**src/rtl/sha256_bus_master.sv**
```systemverilog
// sha256_bus_master: streams one padded block into sha256_core and streams the digest out.
// Build option SHA_MASTER_IDCHECK_EN inserts a core ID check (addr 64 == 8'h07) after reset.
module sha256_bus_master #(
    parameter int unsigned RST_CYCLES = 4,
    parameter int unsigned TIMEOUT    = 255
) (
    input  logic       i_clk,
    input  logic       i_rst_n,
    input  logic [7:0] s_data,
    input  logic       s_valid,
    output logic       s_ready,
    output logic [7:0] m_data,
    output logic       m_valid,
    input  logic       m_ready,
    output logic       m_last,
    output logic       o_core_rst_n,
    output logic [6:0] o_core_addr,
    output logic [7:0] o_core_wdata,
    output logic       o_core_we,
    input  logic [7:0] i_core_rdata,
    input  logic       i_core_irq,
    output logic       o_busy,
    output logic       o_err
);

    typedef enum logic [2:0] {
        IDLE, CRST, IDCHK, LOAD, START, WAIT, READ, ERR
    } state_e;

    localparam logic [7:0] RST_LAST = 8'(RST_CYCLES - 1);
    localparam logic [7:0] TMO_LAST = 8'(TIMEOUT - 1);
    localparam logic [6:0] ADDR_ID  = 7'd64;
    localparam logic [6:0] ADDR_ST  = 7'd65;
    localparam logic [6:0] ADDR_H0  = 7'd101;

    state_e     state_q;
    logic       s_ready_q;
    logic [7:0] m_data_q;
    logic       m_valid_q;
    logic       m_last_q;
    logic       crst_n_q;
    logic [6:0] addr_q;
    logic [7:0] wdata_q;
    logic       we_q;
    logic       busy_q;
    logic       err_q;
    logic [5:0] i_q;
    logic [4:0] j_q;
    logic [7:0] cnt_q;

    logic in_hs;
    logic out_hs;

    assign in_hs  = s_valid & s_ready_q;
    assign out_hs = m_valid_q & m_ready;

    always_ff @(posedge i_clk or negedge i_rst_n) begin
        if (!i_rst_n) begin
            state_q   <= IDLE;
            s_ready_q <= 1'b0;
            m_data_q  <= 8'h00;
            m_valid_q <= 1'b0;
            m_last_q  <= 1'b0;
            crst_n_q  <= 1'b0;
            addr_q    <= 7'd0;
            wdata_q   <= 8'h00;
            we_q      <= 1'b0;
            busy_q    <= 1'b0;
            err_q     <= 1'b0;
            i_q       <= 6'd0;
            j_q       <= 5'd0;
            cnt_q     <= 8'd0;
        end else begin
            unique case (state_q)
                IDLE: begin
                    crst_n_q <= 1'b1;
                    we_q     <= 1'b0;
                    if (s_valid && !err_q) begin
                        state_q  <= CRST;
                        crst_n_q <= 1'b0;
                        cnt_q    <= 8'd0;
                        busy_q   <= 1'b1;
                    end
                end
                CRST: begin
                    if (cnt_q == RST_LAST) begin
                        crst_n_q <= 1'b1;
                        i_q      <= 6'd0;
`ifdef SHA_MASTER_IDCHECK_EN
                        state_q  <= IDCHK;
                        addr_q   <= ADDR_ID;
                        cnt_q    <= 8'd0;
`else
                        state_q   <= LOAD;
                        s_ready_q <= 1'b1;
`endif
                    end else begin
                        cnt_q <= cnt_q + 8'd1;
                    end
                end
                IDCHK: begin
                    // first cycle lets the core's read mux settle on the ID address
                    if (cnt_q == 8'd0) begin
                        cnt_q <= 8'd1;
                    end else if (i_core_rdata == 8'h07) begin
                        state_q   <= LOAD;
                        s_ready_q <= 1'b1;
                    end else begin
                        state_q <= ERR;
                        err_q   <= 1'b1;
                    end
                end
                LOAD: begin
                    we_q <= 1'b0;
                    if (in_hs) begin
                        we_q    <= 1'b1;
                        addr_q  <= 7'd63 - {1'b0, i_q};
                        wdata_q <= s_data;
                        if (i_q == 6'd63) begin
                            s_ready_q <= 1'b0;
                            state_q   <= START;
                        end else begin
                            i_q <= i_q + 6'd1;
                        end
                    end
                end
                START: begin
                    we_q    <= 1'b1;
                    addr_q  <= ADDR_ST;
                    wdata_q <= 8'h01;
                    cnt_q   <= 8'd0;
                    state_q <= WAIT;
                end
                WAIT: begin
                    we_q   <= 1'b0;
                    addr_q <= ADDR_ST;
                    if (i_core_irq) begin
                        state_q <= READ;
                        j_q     <= 5'd0;
                        addr_q  <= ADDR_H0;
                    end else if (cnt_q == TMO_LAST) begin
                        state_q <= ERR;
                        err_q   <= 1'b1;
                    end else begin
                        cnt_q <= cnt_q + 8'd1;
                    end
                end
                READ: begin
                    if (!m_valid_q) begin
                        m_data_q  <= i_core_rdata;
                        m_valid_q <= 1'b1;
                        m_last_q  <= (j_q == 5'd31);
                    end else if (out_hs) begin
                        m_valid_q <= 1'b0;
                        m_last_q  <= 1'b0;
                        if (j_q == 5'd31) begin
                            state_q <= IDLE;
                            busy_q  <= 1'b0;
                        end else begin
                            j_q    <= j_q + 5'd1;
                            addr_q <= 7'd100 - {2'b00, j_q};
                        end
                    end
                end
                ERR: begin
                    s_ready_q <= 1'b0;
                    m_valid_q <= 1'b0;
                    m_last_q  <= 1'b0;
                    we_q      <= 1'b0;
                    crst_n_q  <= 1'b1;
                    busy_q    <= 1'b1;
                end
            endcase
        end
    end

    assign s_ready      = s_ready_q;
    assign m_data       = m_data_q;
    assign m_valid      = m_valid_q;
    assign m_last       = m_last_q;
    assign o_core_rst_n = crst_n_q;
    assign o_core_addr  = addr_q;
    assign o_core_wdata = wdata_q;
    assign o_core_we    = we_q;
    assign o_busy       = busy_q;
    assign o_err        = err_q;

endmodule
```
**config.mk**
```make
export PLATFORM = sky130hd
export DESIGN_NAME = sha256_bus_master
export DESIGN_NICKNAME = d
export VERILOG_FILES = /design/src/rtl/sha256_bus_master.sv
export SDC_FILE = /design/constraint.sdc
export NUM_CORES = 1
export LEC_CHECK = 0
export BUFFER_PORTS_ARGS = -buffer_cell sky130_fd_sc_hd__buf_2
export CAP_MARGIN = 20
export CELL_PAD_IN_SITES_DETAIL_PLACEMENT = 1
export CELL_PAD_IN_SITES_GLOBAL_PLACEMENT = 1
export CORE_MARGIN = 2
export CORE_UTILIZATION = 44
export CTS_BUF_LIST = sky130_fd_sc_hd__clkbuf_8
export DETAILED_ROUTE_END_ITERATION = 8
export PLACE_DENSITY_LB_ADDON = 0.1
export SLEW_MARGIN = 20
export SYNTH_ARGS = -nofsm -noshare
export SYNTH_HDL_FRONTEND = slang
export SYNTH_SLANG_ARGS = --single-unit
```
**constraint.sdc**
```tcl
create_clock -name i_clk -period 2.79 [get_ports i_clk]
set_clock_uncertainty 0.2 [all_clocks]
set_input_delay 0.279 -clock i_clk [delete_from_list [all_inputs] [get_ports i_clk]]
set_output_delay 0.279 -clock i_clk [all_outputs]
set_load 0.01 [all_outputs]
```
==> out/qor.txt, run 1 <==
Post-CTS setup buffers -> 0
Arr. time, crit path -> 2540 ps
Final setup TNS -> 0 ps
Post-Synthesis Cells -> 299
CTS Sinks -> 52
Total CTS buffers -> 5
Slew headroom -> 0.6109
Crit path launch type -> flop
Critical-path top delay cell -> dfrtp_1
Flop and latch count out of synthesis -> 52
Synth area leaders -> dfrtp_1 (45%), nand2_1 (5.8%), mux2_2 (3.9%)
Multi-input gate area -> 1455 um2
Critical path cell sequence -> buf_4 > and3_1 > a41oi_1 > a311oi_2 > a31oi_1 > o221a_1
Post-route DRC -> 0
Layout cell share with drive strength beyond 1 -> 0.2514
Vias in the first global route -> 2,546
Via count -> 2,524
Period Utilization, post-route -> 0.9119
Setup slack after placement -> 197.5 ps
VDD IR max -> 0.4567 mV
Antenna viol nets, final -> 0
Crit path required time -> 2790 ps
Mapped cell area -> 2864 um2
Die height -> 84.68 um
RSZ-0062 raised after global routing -> false
Crit. End Element -> flop
Main flop type after synthesis -> dfrtp_1
Mapped Nets -> 327
Synth async-reset ratio -> 1.000
Grt total ovfl -> 0
Routed WL per cell -> 17.20 um
Vias per cell -> 5.802
PwrDens -> 723.7 nW/um2
Worst-Skew Late Latency -> 300 ps
Clock Path Buffers -> 2
CTS Root Cell -> clkbuf_8
Die ar. -> 7171 um2
Leak -> 1.499 nW
Synth top cells by count -> dfrtp_1 (52), nand2_1 (44), a21oi_1 (21), nor2_1 (18), nand3_1 (17)
Crit path buffers/inverters -> 1
Initial Utilization -> 0.4536
Crit Path Category -> flop to flop
Initial antenna violation count -> 0
Total power -> 2.427 mW
Post-synth EDFFs -> 0
Sequential share of the synthesized area -> 0.4543
ANT cells -> 0
Register Area -> 1301 um2
Pins Over Slew Limit -> 0
Final setup violating endpoints -> 0
Routability cong. -> 0.8044
Core area -> 6314 um2
Final hold vios -> 1
Syn_area_per_cell -> 9.579 um2
CTS tree -> done
Final WS setup -> 245.9 ps
Worst Hold Class -> input port to flop
CP top delay family -> compound AO/OA/AOI/OAI gates
Failing checks -> negative hold slack
Status -> complete, but fails checks
Top cell type's share of synthesized area -> 0.4543
IO Port Bufs -> 50
Synth area leader -> dfrtp_1
Most frequent cell after synthesis -> dfrtp_1
Layout fillers -> 761
Fin Hold WS -> -2.232 ps
Site Rows -> 29
Fin crit period -> 2544 ps
Max-cap violation count -> 0
Worst Path Max Fanout -> 17
Largest net degree at the start of global routing -> 53
Worst Tran Pin Value -> 583.6 ps
Synth Warn # -> 0
H-tree levels -> 2
Area Overhead vs Synth -> 17.08%
Reg clk slew, reported paths -> 100 ps
Final WL -> 7484 um
First-pass GRT wire length -> 12,910 um
Fmax achieved -> 0.3931 GHz
Largest stage delay on the critical path -> 710 ps
HPWL Detailed -> 5528 um
Die width -> 84.68 um
DR iter-0 viols -> 122
DR pass1 iterations -> 4
Ports -> 51
Final nets -> 385
GRT Total Usage -> 0.2230
Yosys cell types -> 55
[flip-flops by register name, summed over array words and instances, names as in the netlist, 3 cells and up]
signal	flops
m_data	8
cnt_q	8
o_core_wdata	8
o_core_addr	7
i_q	6
j_q	5
state_q	3
[stage by stage]
step	area [um2]	instances	utilization
finish	3353	435	0.5311
CTS	3353	435	0.5311
global placement	3236	424	0.5125
floorplan	2864	299	-
global route	3353	435	0.5311
detailed placement	3236	424	0.5125
[routing by layer]
metal,GRT usage,part of all wire,wire [um],vias to the layer above
met5,0,0,0,-
met4,0.05916,0.012,87,0
met3,0.02557,0.030,224,9
met2,0.3608,0.50,3724,48
met1,0.3191,0.46,3449,1266
li1,-,-,-,1201
[path summary, 6_finish.rpt]
kind                                      from         endpoint  slack [ps]  depth (start not counted)
worst max-delay path                state_q[1]       state_q[0]         250                          6
min in group asynchronous              i_rst_n   o_core_addr[3]         290                          3
worst max register to register      state_q[1]       state_q[0]         250                          6
max in group asynchronous              i_rst_n        o_core_we        1860                          3
worst min register to register  o_core_addr[6]   o_core_addr[6]         290                          2
worst min-delay path                 s_data[5]  o_core_wdata[5]          -2                          3
[final cells by class]
cell class                      instances  share of cell area
Clock buffer                            5             0.02052
Sequential cell                        52              0.3881
Inverter                               12             0.01343
Timing Repair Buffer                   63              0.1097
Multi-Input combinational cell        223              0.4340
Tap cell                               77             0.02873
Clock inverter                          3            0.005597
[cells in the final DEF, fill, tap and decap left out, drive strengths merged, types with 6 or more instances in the layout]
cell   Yosys  final
and3       8      8
a21oi     21     21
o21ai     15     15
buf        5     60
nor2      20     20
nand3     17     17
nor3       7      7
ha         7      7
nand2     44     44
mux2      15     15
inv       12     12
a32o       6      6
dfrtp     52     52
[worst min-delay path, stage by stage]
cell and delay, ps:
buf_2 100, nand2_1 40, a21oi_1 50
[cells by family (layout without fill, tap and decap cells)]
family,Yosys count,after routing,synth area share
XOR/XNOR,5,5,0.01529
AND/OR/NAND/NOR,120,120,0.2154
flip-flops,52,52,0.4543
buffers and inverters,24,83,0.03757
multiplexers,19,19,0.07296
AO/OA/AOI/OAI,72,72,0.1739
adder cells (fa/ha/maj),7,7,0.03058
[what timing repair did]
action                                 CTS  global route
setup endpoints to repair                0             1
resized for setup                        0             0
endpoints found under the hold margin   54             0
hold buffers                             3             0
[report_power, final]
part	total (mW)	internal (mW)	switching [mW]
combinational	0.858	0.403	0.455
clock	0.435	0.176	0.259
sequential	1.13	0.955	0.179
(Power assumes the default switching activity.)
==> inputs of run 2 (changes only) <==
==> constraint.sdc (replaced) <==
create_clock -name i_clk -period 2.79 [get_ports i_clk]
set_clock_uncertainty 0.2 [all_clocks]
set_input_delay 0.1395 -clock i_clk [delete_from_list [all_inputs] [get_ports i_clk]]
set_output_delay 0.1395 -clock i_clk [all_outputs]
set_load 0.01 [all_outputs]
==> out/qor.txt, run 2 (synthesized netlist as in run 1, its figures left out) <==
Max-cap violation count -> 0
Sequential share of power -> 0.457
HPWL Detailed -> 5504 um
Worst Path Max Fanout -> 6
Crit path launch type -> flop
Ports -> 51
Initial Utilization -> 0.4536
Pins Over Slew Limit -> 0
Net Sw Frac -> 0.3716
First-pass GRT wire length -> 13,360 um
Grt total ovfl -> 0
ANT cells -> 0
Vias per cell -> 5.680
VDD IR max -> 0.4905 mV
Final setup TNS -> 0 ps
Reg clk slew, reported paths -> 90 ps
Layout fillers -> 756
Capture point of the worst reg-to-reg path -> o_core_addr[2]
CTS Root Cell -> clkbuf_8
Core area -> 6314 um2
Leak -> 1.558 nW
DR pass1 iterations -> 4
Final hold vios -> 0
Clock Path Buffers -> 2
Commonest non-fill, non-tap cells in the layout -> dfrtp_1 (52), buf_2 (50), nand2_1 (44), a21oi_1 (21)
Worst Tran Pin Value -> 520.1 ps
H-tree levels -> 2
Final setup violating endpoints -> 0
Largest net degree at the start of global routing -> 53
Routed WL per cell -> 17.26 um
IO Port Bufs -> 50
Most common cell after layout, fill and taps aside -> dfrtp_1
Vias in the first global route -> 2,702
Post-route DRC -> 0
Area Overhead vs Synth -> 22.41%
Crit path required time -> 2780 ps
Crit Path Category -> flop to flop
Reg2Reg Launch Point -> j_q[0]
Die height -> 84.68 um
Period Utilization, post-route -> 0.8818
Final nets -> 400
Status -> finished clean
Total CTS buffers -> 5
Antenna viol nets, final -> 0
Slew headroom -> 0.6520
Crit. End Element -> flop
Layout cell share with drive strength beyond 1 -> 0.2413
Switching Power -> 0.9176 mW
Post-CTS setup buffers -> 0
DR iter-0 viols -> 197
Routability cong. -> 0.8252
CTS Sinks -> 52
Die width -> 84.68 um
CTS tree -> done
Site Rows -> 29
RSZ-0062 raised after global routing -> false
Fin Hold WS -> 144.3 ps
Clock Power Share -> 0.181
Worst reg2reg setup slack -> 330 ps
Int Pwr -> 1.551 mW
Arr. time, crit path -> 2460 ps
Via count -> 2,556
GRT Total Usage -> 0.2319
Initial antenna violation count -> 0
Final WL -> 7768 um
Worst-Skew Late Latency -> 320 ps
Die ar. -> 7171 um2
PwrDens -> 704.3 nW/um2
Combinational share of power -> 0.362
Fin crit period -> 2460 ps
Worst Hold Class -> input port to asynchronous set/reset pin
Fmax achieved -> 0.4065 GHz
Reg2Reg Depth -> 8
==> run 2: how the worst max path moves through the flow <==
stage / start / end / slack [ps] / cells past startpoint
finish: j_q[0] / o_core_addr[2] / 330 / 8
CTS: j_q[0] / o_core_addr[2] / 330 / 8
detailed placement: j_q[0] / o_core_addr[2] / 350 / 8
global placement: j_q[0] / o_core_addr[5] / 380 / 8
floorplan: cnt_q[1] / cnt_q[2] / 610 / 7
global route: state_q[1] / i_q[2] / 170 / 6
==> run 2: critical path, stage by stage, from the launching register on <==
cell and delay, ps:
dfrtp_1 440, ha_1 230, and3_1 180, ha_1 220, nand4bb_1 230, nand2_1 100, nand2_1 90, nand2_1 270
mux2_2 380
==> run 2: stage by stage <==
step | instance area (um2) | setup slack (ps) | total power, mW | util | instances
floorplan | 2864 | 607.2 | 1.662 | - | 299
finish | 3506 | 329.9 | 2.469 | 0.5553 | 450
global placement | 3236 | 376.2 | 1.972 | 0.5125 | 424
CTS | 3506 | 328.8 | 2.497 | 0.5553 | 450
detailed placement | 3236 | 352.6 | 2.025 | 0.5125 | 424
global route | 3506 | 174.9 | 2.644 | 0.5553 | 450
==> run 2: metal layers <==
metal  part of all wire  vias up  GRT usage
met3              0.033       10    0.04228
li1                   -     1228          -
met4              0.014        0    0.06061
met1               0.44     1272     0.3046
met2               0.51       46     0.3958
met5                  0        -          0
==> run 2: power by group through the flow <==
stage / sequential (mW) / clock, mW / combinational [mW]
floorplan: 1.17 / 0 / 0.495
global placement: 1.13 / 0 / 0.841
detailed placement: 1.15 / 0 / 0.879
CTS: 1.13 / 0.465 / 0.903
global route: 1.16 / 0.487 / 0.993
finish: 1.13 / 0.448 / 0.893
==> run 2: layout make-up <==
| class | count | area, um2 | share of cell area |
|---|---|---|---|
| clock inverters | 3 | 21.27 | 0.006067 |
| multi-input cells | 223 | 1455 | 0.4151 |
| inverters | 12 | 45.04 | 0.01285 |
| well taps | 77 | 96.34 | 0.02748 |
| flip-flops and latches | 52 | 1301 | 0.3712 |
| clock buffers | 5 | 68.82 | 0.01963 |
| repair buffers | 78 | 518.0 | 0.1478 |
==> run 2: what timing repair did <==
item                      CTS  global route
hold endpoints to repair   70             0
hold buffers               18             0
resized for setup           0             0
==> inputs of run 3 (changes only) <==
Settings changed: CTS_CLUSTER_DIAMETER from default to 80.
Clock period 2.79 ns to 2.5 ns, I/O delays scaled along.
==> out/qor.txt, run 3 (synthesized netlist as in run 1, its figures left out) <==
Status -> finished clean
CTS Sinks -> 52
Die ar. -> 7171 um2
Final core utilization -> 0.5690
Initial antenna violation count -> 0
Final hold vios -> 0
Crit path from -> j_q[0]
Site Rows -> 29
Capture point of the worst reg-to-reg path -> o_core_addr[2]
Setup slack after placement -> 110.0 ps
DR pass1 iterations -> 4
IO Port Bufs -> 50
Vias per cell -> 5.690
Area Overhead vs Synth -> 25.43%
Most common cell after layout, fill and taps aside -> dfrtp_1
Fmax achieved -> 0.4218 GHz
First-pass GRT wire length -> 13,840 um
Crit path required time -> 2510 ps
Post-CTS setup buffers -> 0
Initial Utilization -> 0.4536
Grt total ovfl -> 0
Worst Tran Pin Value -> 542.7 ps
DR iter-0 viols -> 144
Largest net degree at the start of global routing -> 33
Die width -> 84.68 um
Hold depth -> 4
Largest stage delay on the critical path -> 440 ps
Reg2Reg Depth -> 8
Reg2Reg Launch Point -> j_q[0]
Commonest non-fill, non-tap cells in the layout -> dfrtp_1 (52), buf_2 (50), nand2_1 (42), a21oi_1 (21), dlygate4sd3_1 (19)
Leak -> 1.604 nW
Crit Path Category -> flop to flop
ANT cells -> 0
Via count -> 2,606
GRT Total Usage -> 0.2416
Critical path cell sequence -> ha_1 > and3_1 > ha_1 > nand4bb_1 > nand2_1 > nand2_1 > nand2_2 > mux2_2
Critical-path top delay cell -> dfrtp_1
Die height -> 84.68 um
Placed cell area -> 3288 um2
Period Utilization, post-route -> 0.9484
Layout cell share with drive strength beyond 1 -> 0.2598
Max-cap violation count -> 0
H-tree levels -> 2
Crit. End Element -> flop
CTS Root Cell -> clkbuf_8
Slew headroom -> 0.6369
Worst-Skew Late Latency -> 310 ps
CTS tree -> done
Total CTS buffers -> 5
Fin crit period -> 2371 ps
Final Cell Area -> 3592 um2
Arr. time, crit path -> 2380 ps
Clock Path Buffers -> 2
HPWL Detailed -> 5899 um
Crit path launch type -> flop
Worst Path Max Fanout -> 6
Ports -> 51
Crit path to -> o_core_addr[2]
Core area -> 6314 um2
Post-route DRC -> 0
Pins Over Slew Limit -> 0
PwrDens -> 774.4 nW/um2
Worst reg2reg setup slack -> 130 ps
Antenna viol nets, final -> 0
Final WL -> 8242 um
Final nets -> 408
VDD IR max -> 0.5126 mV
Final setup violating endpoints -> 0
Routability cong. -> 0.8664
Routed WL per cell -> 18.00 um
Worst Hold Class -> input port to flop
Reg clk slew, reported paths -> 100 ps
Final WS setup -> 129.1 ps
Vias in the first global route -> 2,801
## run 3: cell count changes in the layout (fill, tap and decap cells not counted)
cell	delta
buf_4	+7
nand2_1	-2
nand2_2	+2
a311oi_2	-1
a311oi_4	+1
clkbuf_8	+1
clkinv_2	-1
dlygate4sd3_1	+1
inv_1	+1
inv_6	-1
mux2i_1	-1
mux2i_2	+1
## run 3: worst min path at each step
stage / start / to / slack [ps]
floorplan: i_rst_n / cnt_q[0] / -370
global placement: i_rst_n / o_core_addr[2] / -220
detailed placement: i_rst_n / o_core_addr[2] / -220
CTS: i_core_irq / state_q[1] / 120
global route: i_core_irq / state_q[1] / 160
finish: i_core_irq / state_q[1] / 150
## run 3: worst max-delay path, delay by kind of cell, from the launching register on
family / cells / cell delay [ps]
and+or+nand+nor: 5 / 820
adders and majority gates: 2 / 450
muxes: 1 / 350
DFF: 1 / 440
## run 3: timing repair
item                                    CTS  global route
hold buffers                             19             0
resized for setup                         0             4
endpoints found under the setup margin    0            11
hold endpoints to repair                 69             0
## run 3: layout make-up
cell class              instances  area [um2]
clock buffers                   6       82.58
clock inverters                 2       11.26
fillers                       735        2721
inverters                      12       45.04
multi-input cells             223        1475
flip-flops and latches         52        1301
well taps                      77       96.34
repair buffers                 86       580.6
## run 3: per-layer routing
metal  track usage  wire (um)
met4       0.06926        118
met2        0.4159       4287
met3       0.03736        223
met1        0.3158       3613
met5             0          0
## run 3: stage by stage
step | hold WS, ps | std cells | total power, mW | setup TNS, ps
final | 145.2 | 458 | 2.782 | 0
after global routing | 162.4 | 458 | 2.985 | -10.48
after CTS | 123.5 | 458 | 2.795 | 0
after detailed placement | -215.4 | 431 | 2.270 | 0
after global placement | -215.3 | 431 | 2.226 | 0
after floorplan | -370.6 | 299 | 1.855 | 0
## run 3: power by group
group,total [mW],leakage (nW),switching (mW),internal (mW)
clock network,0.499,0.0486,0.278,0.222
registers,1.23,0.645,0.167,1.07
logic,1.05,0.911,0.566,0.481
